$ cat src/rtl/gyro_pkg.sv
// Shared types and constants for the gyro rate integrator.
package gyro_pkg;

    typedef enum logic [1:0] {
        ST_RUN  = 2'd0,
        ST_CAL  = 2'd1,
        ST_LOAD = 2'd2
    } gyro_state_e;

    localparam int GAIN_W = 16;

    function automatic int acc_width(input int out_w, input int frac_bits);
        return out_w + frac_bits;
    endfunction

endpackage

$ cat src/rtl/gyro_chan.sv
// One integrator channel: bias register, calibration sum, S1/S2 pipeline, accumulator and angle register.
// Optional build macro GYRO_DEADBAND_EN zeroes small bias-corrected rates in S1.
module gyro_chan
    import gyro_pkg::*;
#(
    parameter int IN_W       = 16,
    parameter int OUT_W      = 16,
    parameter int FRAC_BITS  = 8,
    parameter int GAIN       = 6554,
    parameter int GAIN_SHIFT = 16,
    parameter int CAL_LOG2   = 4,
    parameter int DEADBAND   = 2
) (
    input  logic             clk,
    input  logic             rst_n,
    input  logic [IN_W-1:0]  rate,
    input  logic             add_en,
    input  logic             acc_clr,
    input  logic             cal_clr,
    input  logic             cal_add,
    input  logic             bias_load,
    input  logic             out_upd,
    input  logic             out_clr,
    output logic [OUT_W-1:0] angle
);

    localparam int ACC_W  = acc_width(OUT_W, FRAC_BITS);
    localparam int D_W    = IN_W + 1;
    localparam int PROD_W = D_W + GAIN_W + 1;
    localparam int SUM_W  = IN_W + CAL_LOG2;
    localparam int SHIFT  = GAIN_SHIFT - FRAC_BITS;

    if (GAIN_SHIFT < FRAC_BITS) begin : g_bad_shift
        $error("gyro_chan: GAIN_SHIFT must be >= FRAC_BITS");
    end
    if (DEADBAND < 0) begin : g_bad_deadband
        $error("gyro_chan: DEADBAND must be non-negative");
    end

    logic signed [IN_W-1:0]   bias_r;
    logic signed [SUM_W-1:0]  sum_r;
    logic signed [D_W-1:0]    d_r;
    logic        [ACC_W-1:0]  acc_r;
    logic        [OUT_W-1:0]  angle_r;
    logic signed [D_W-1:0]    diff_s;
    logic signed [D_W-1:0]    d_next_s;
    logic signed [PROD_W-1:0] prod_s;
    logic        [ACC_W-1:0]  inc_s;
`ifdef GYRO_DEADBAND_EN
    logic        [D_W-1:0]    mag_s;
`endif

    // S1 operand: bias-corrected rate, one bit wider so it cannot overflow
    always_comb begin
        diff_s   = D_W'($signed(rate)) - D_W'(bias_r);
        d_next_s = diff_s;
`ifdef GYRO_DEADBAND_EN
        mag_s = diff_s[D_W-1] ? -diff_s : diff_s;
        if (mag_s <= D_W'(DEADBAND)) begin
            d_next_s = '0;
        end else begin
            d_next_s = diff_s;
        end
`endif
    end

    // S2 operand: full-width product, then floor shift down to accumulator scale
    always_comb begin
        prod_s = PROD_W'(d_r) * PROD_W'(GAIN);
        inc_s  = ACC_W'(prod_s >>> SHIFT);
    end

    // Channel state registers
    always_ff @(posedge clk or negedge rst_n) begin
        if (!rst_n) begin
            d_r     <= '0;
            sum_r   <= '0;
            bias_r  <= '0;
            acc_r   <= '0;
            angle_r <= '0;
        end else begin
            d_r <= d_next_s;
            if (cal_clr) begin
                sum_r <= '0;
            end else if (cal_add) begin
                sum_r <= sum_r + SUM_W'($signed(rate));
            end
            if (bias_load) begin
                bias_r <= IN_W'(sum_r >>> CAL_LOG2);
            end
            if (acc_clr) begin
                acc_r <= '0;
            end else if (add_en) begin
                acc_r <= acc_r + inc_s;
            end
            if (out_clr) begin
                angle_r <= '0;
            end else if (out_upd) begin
                angle_r <= acc_r[FRAC_BITS +: OUT_W];
            end
        end
    end

    assign angle = angle_r;

endmodule

$ cat src/rtl/gyro_integrator.sv
// Multi-channel gyro rate integrator with bias calibration FSM and re-zero command.
// Optional build macro GYRO_DEADBAND_EN enables the rate deadband in every channel.
module gyro_integrator
    import gyro_pkg::*;
#(
    parameter int NUM_CH     = 3,
    parameter int IN_W       = 16,
    parameter int OUT_W      = 16,
    parameter int FRAC_BITS  = 8,
    parameter int GAIN       = 6554,
    parameter int GAIN_SHIFT = 16,
    parameter int CAL_LOG2   = 4,
    parameter int DEADBAND   = 2
) (
    input  logic                    clk_100mhz,
    input  logic                    rst_n_in,
    input  logic [NUM_CH*IN_W-1:0]  rate_in,
    input  logic                    rate_valid_in,
    input  logic                    cal_start_in,
    input  logic                    zero_in,
    output logic [NUM_CH*OUT_W-1:0] angle_out,
    output logic                    angle_valid_out,
    output logic                    ready_out,
    output logic                    cal_busy_out
);

    localparam logic [CAL_LOG2-1:0] CNT_LAST = '1;

    gyro_state_e         state_r;
    gyro_state_e         state_next_s;
    logic [CAL_LOG2-1:0] cnt_r;
    logic                v1_r;
    logic                v2_r;
    logic                valid_r;
    logic                ready_r;
    logic                busy_r;
    logic                accept_s;
    logic                flow_s;
    logic                cal_go_s;
    logic                zero_go_s;
    logic                cal_add_s;
    logic                load_s;

    // Next state and per-cycle channel controls; calibration outranks re-zero
    always_comb begin
        state_next_s = state_r;
        accept_s     = 1'b0;
        flow_s       = 1'b0;
        cal_go_s     = 1'b0;
        zero_go_s    = 1'b0;
        cal_add_s    = 1'b0;
        load_s       = 1'b0;
        case (state_r)
            ST_RUN: begin
                if (cal_start_in) begin
                    cal_go_s     = 1'b1;
                    state_next_s = ST_CAL;
                end else if (zero_in) begin
                    zero_go_s = 1'b1;
                    accept_s  = rate_valid_in;
                end else begin
                    flow_s   = 1'b1;
                    accept_s = rate_valid_in;
                end
            end
            ST_CAL: begin
                cal_add_s = rate_valid_in;
                if (rate_valid_in && (cnt_r == CNT_LAST)) begin
                    state_next_s = ST_LOAD;
                end else begin
                    state_next_s = ST_CAL;
                end
            end
            ST_LOAD: begin
                load_s       = 1'b1;
                state_next_s = ST_RUN;
            end
            default: begin
                state_next_s = ST_RUN;
            end
        endcase
    end

    // FSM, calibration counter, valid pipeline and status outputs
    always_ff @(posedge clk_100mhz or negedge rst_n_in) begin
        if (!rst_n_in) begin
            state_r <= ST_RUN;
            cnt_r   <= '0;
            v1_r    <= 1'b0;
            v2_r    <= 1'b0;
            valid_r <= 1'b0;
            ready_r <= 1'b0;
            busy_r  <= 1'b0;
        end else begin
            state_r <= state_next_s;
            if (cal_go_s) begin
                cnt_r <= '0;
            end else if (cal_add_s) begin
                cnt_r <= cnt_r + 1'b1;
            end
            v1_r    <= accept_s;
            v2_r    <= flow_s & v1_r;
            valid_r <= flow_s & v2_r;
            ready_r <= (state_next_s == ST_RUN);
            busy_r  <= (state_next_s != ST_RUN);
        end
    end

    for (genvar ch = 0; ch < NUM_CH; ch++) begin : g_chan
        gyro_chan #(
            .IN_W       (IN_W),
            .OUT_W      (OUT_W),
            .FRAC_BITS  (FRAC_BITS),
            .GAIN       (GAIN),
            .GAIN_SHIFT (GAIN_SHIFT),
            .CAL_LOG2   (CAL_LOG2),
            .DEADBAND   (DEADBAND)
        ) u_chan (
            .clk       (clk_100mhz),
            .rst_n     (rst_n_in),
            .rate      (rate_in[ch*IN_W +: IN_W]),
            .add_en    (flow_s & v1_r),
            .acc_clr   (zero_go_s | load_s),
            .cal_clr   (cal_go_s),
            .cal_add   (cal_add_s),
            .bias_load (load_s),
            .out_upd   (flow_s & v2_r),
            .out_clr   (zero_go_s | load_s),
            .angle     (angle_out[ch*OUT_W +: OUT_W])
        );
    end

    assign angle_valid_out = valid_r;
    assign ready_out       = ready_r;
    assign cal_busy_out    = busy_r;

endmodule

$ cat config.mk
export PLATFORM = sky130hd
export DESIGN_NAME = gyro_integrator
export DESIGN_NICKNAME = d
export VERILOG_FILES = /design/src/rtl/gyro_pkg.sv /design/src/rtl/gyro_chan.sv /design/src/rtl/gyro_integrator.sv
export SDC_FILE = /design/constraint.sdc
export NUM_CORES = 1
export LEC_CHECK = 0
export BUFFER_PORTS_ARGS = -buffer_cell sky130_fd_sc_hd__buf_2
export CORE_MARGIN = 8
export CORE_UTILIZATION = 45
export DETAILED_ROUTE_END_ITERATION = 12
export GPL_TIMING_DRIVEN = 0
export SLEW_MARGIN = 20
export SYNTH_ARGS = -nofsm -noshare
export SYNTH_HDL_FRONTEND = slang
export SYNTH_SLANG_ARGS = --single-unit
$ cat constraint.sdc
create_clock -name clk_100mhz -period 17.9 [get_ports clk_100mhz]
set_input_delay 2.685 -clock clk_100mhz [delete_from_list [all_inputs] [get_ports clk_100mhz]]
set_output_delay 2.685 -clock clk_100mhz [all_outputs]
set_load 0.03 [all_outputs]
==> qor.csv <==
stage,metric,value,unit
run,maxCapViolCount,0,
yosys,yosys.area_share.adder,32.5,%
detailed_routing,highest_layer,met4,
yosys,synth_xor_area_share,6.63,%
finish,final_util,50.1,%
clock_tree,cts.sinks,290,
yosys,syn_nets,3769,
detailed_routing,wl_per_cell,16.3,um
setup_path,criticalPathCategory,flop to flop,
worst_hold_path,hold_start,g_chan[2].u_chan.angle[8],
yosys,synth_edf_count,0,
yosys,synth-simple-area-share,11.5,%
detailed_routing,vias,21400,
clock_tree,numCtsBuffers,37,
setup_path,max_stage_delay,490,ps
sta,tightest_slew,1160,ps
yosys,synth_seq_cells,290,
global_route,grtUsageTotal,19.0,%
yosys,synth_cell_type_count,75,
detailed_routing,ant_nets,0,
floorplan,dieArea,0.0713,mm2
setup_path,cp_max_fo,4,
finish,final_layout_size_suffix_gt1_share,6.26,%
floorplan,die_y,267,um
setup_path,timing.rr.start,g_chan[2].u_chan.d_r[2],
sta,period_needed,7260,ps
detailed_routing,drtPass1Iterations,5,
place,post-dp-hpwl,55500,um
yosys,seq_area_frac_synth,25.6,%
sta,fin_tns_setup,0,ps
sta,hold_viol_final,0,
global_route,grt_max_degree,100,
finish,nets,3914,
setup_path,critPathArrivalTime,7740,ps
sta,skew,28.1,ps
clock_tree,insertion_delay,560,ps
run_status,status,"complete, no violations",
yosys,yosys-top-cells-area,"dfrtp_1 (26%), ha_1 (18%), fa_1 (15%)",
place,gp_congestion,0.865,
global_route,grt_pass1_vias,21900,
floorplan,core,0.0627,mm2
sta,max_clock_freq,138,MHz
setup_path,endpoint_kind,flop,
global_route,grt_antenna_before_repair,1,
sta,setup_viol,0,
setup_path,crit_required,18380,ps
detailed_routing,drt_first_iter_violations,983,
floorplan,initial_core_util,45.2,%
clock_tree,clockBufferDepth,3,
detailed_routing,wl_met3,2170,um
place,port_buffers,103,
detailed_routing,viasPerCell,5.19,
setup_path,r2r_cells,31,
yosys,synthMuxAreaShare,0.887,%
sta,rsz0062_at_grt,no,
setup_path,timing.rr.end,g_chan[2].u_chan.acc_r[23],
yosys,synth.top_cell.area_share,25.6,%
clock_tree,ctsHtreeMaxLevel,2,
clock_tree,cts_setup_buffers,0,
worst_hold_path,holdPathStages,1,
sta,finalCritPeriodShare,40.6,%
clock_tree,clk_pin_slew,60,ps
detailed_routing,met2_length,31300,um
sta,max_slew_margin,20.5,%
yosys,synthFlopType,dfrtp_1,
global_route,grt-ovfl-total,0,
clock_tree,cts-resized-gates,0,
worst_hold_path,holdCritPathClass,flop to flop,
global_route,grt_pass1_wl,111000,um
clock_tree,cts_tree,done,
worst_hold_path,min_to,g_chan[2].u_chan.angle[8],
detailed_routing,routed_wl,67300,um
yosys,syn_area_per_cell,9.14,um2
setup_path,startpoint_type,flop,
detailed_routing,drc,0,
setup_path,r2r_slack,10640,ps
yosys,syn-instance-count,3103,
finish,syn_to_final_growth,10.7,%
clock_tree,cts_hold_buf,0,
yosys,synth_top_family_by_area,adder cells,
yosys,netlist_area,0.0284,mm2
floorplan,pin_count,104,
sta,finalMaxSlewViolations,0,
yosys,async_flop_share,100,%
yosys,yosysTopAreaCell,dfrtp_1,
setup_path,crit_slowest_cell,fa_1,
floorplan,num_rows,92,
detailed_routing,met1_length,32000,um
yosys,synth_compound_area_share,15.4,%
yosys,yosys_warnings,0,
floorplan,die_w,267,um
clock_tree,root_buffer,clkbuf_16,
-- cell families (layout without fill, tap and decap cells) --
kind of cell    count (synthesis)  count (layout)
flops                         290             290
other cells                     0               2
fa+ha+maj                     613             613
compound gates                678             678
simple gates                  715             715
buf+inv                       569             741
xor+xnor                      214             214
mux                            24              24
-- layer usage --
metal	GRT usage, %	vias up
met2	31.7	344
met1	25.7	10200
li1	-	10700
met3	2.07	95
met4	5.98	0
met5	0	-
-- registers in the layout (all words and copies together) (netlist names) --
signal,count
g_chan.u_chan.d_r,51
state_r,2
ready_out,1
cnt_r,4
v1_r,1
angle_valid_out,1
g_chan.u_chan.sum_r,60
v2_r,1
g_chan.u_chan.acc_r,72
g_chan.u_chan.bias_r,48
cal_busy_out,1
g_chan.u_chan.angle,48
-- stage by stage --
step	hold slack (ps)	std cells	area, um2	worst slack (ps)
floorplan	454	3103	28400	11260
global placement	469	4052	29900	8560
detailed placement	477	4055	30000	10690
CTS	494	4121	31400	10640
global route	508	4122	31400	10070
finish	489	4123	31400	10640
-- layout make-up --
type | count | area, um2
Antenna cell | 2 | 5.00
Buffer | 57 | 214
Clock buffer | 45 | 997
Clock inverter | 21 | 363
Fill cell | 5796 | 31300
Inverter | 512 | 1920
Multi-Input combinational cell | 2244 | 19000
Sequential cell | 290 | 7260
Tap cell | 846 | 1060
Timing Repair Buffer | 106 | 608
-- critical path, delay by kind of cell, from the launching register on --
| family | cells | cell delay [ps] |
|---|---|---|
| adder cells (fa/ha/maj) | 7 | 2900 |
| AO/OA/AOI/OAI | 12 | 2440 |
| AND/OR/NAND/NOR | 6 | 900 |
| flip-flops | 1 | 450 |
| XOR/XNOR | 2 | 290 |
| buffers and inverters | 4 | 210 |
-- Yosys cell counts, types with 42 or more instances --
master      n
nor2b_1    42
a21oi_1   132
nor3_1     61
inv_1     511
fa_1      207
clkbuf_1   48
a22o_1     62
xnor2_1   132
dfrtp_1   290
o21ai_0   233
ha_1      406
nor2_1    184
nand3_1    47
nand2_1   267
a21o_1     51
xor2_1     81
-- layout by cell type, fill, tap and decap left out, drive strengths merged, types with 15 or more instances in the layout --
cell	instances
ha	406
nand3	48
buf	115
dfrtp	290
nand2	267
a21boi	24
fa	207
xnor2	133
clkbuf	93
nand2b	18
mux2i	15
and3	21
o21bai	18
o21ai	244
nor3	61
nor2b	42
nor2	184
or3	21
a22o	62
inv	516
xor2	81
a21oi	135
a21o	51
o31ai	16
o21a	23
-- how the worst max path moves through the flow --
stage                              from                         end  slack, ps  cells after the start
2_1_floorplan   g_chan[2].u_chan.d_r[2]  g_chan[2].u_chan.acc_r[23]      11260                     31
3_3_place_gp                   rst_n_in             angle_valid_out       8560                      1
3_5_place_dp    g_chan[2].u_chan.d_r[2]  g_chan[2].u_chan.acc_r[23]      10690                     31
4_1_cts         g_chan[2].u_chan.d_r[2]  g_chan[2].u_chan.acc_r[23]      10640                     31
5_1_grt        g_chan[0].u_chan.d_r[16]  g_chan[0].u_chan.acc_r[23]      10070                     28
6_report        g_chan[2].u_chan.d_r[2]  g_chan[2].u_chan.acc_r[23]      10640                     31
Power is not shown: default switching activity piles up to over one toggle a cycle in this logic, so the estimate is an artifact.
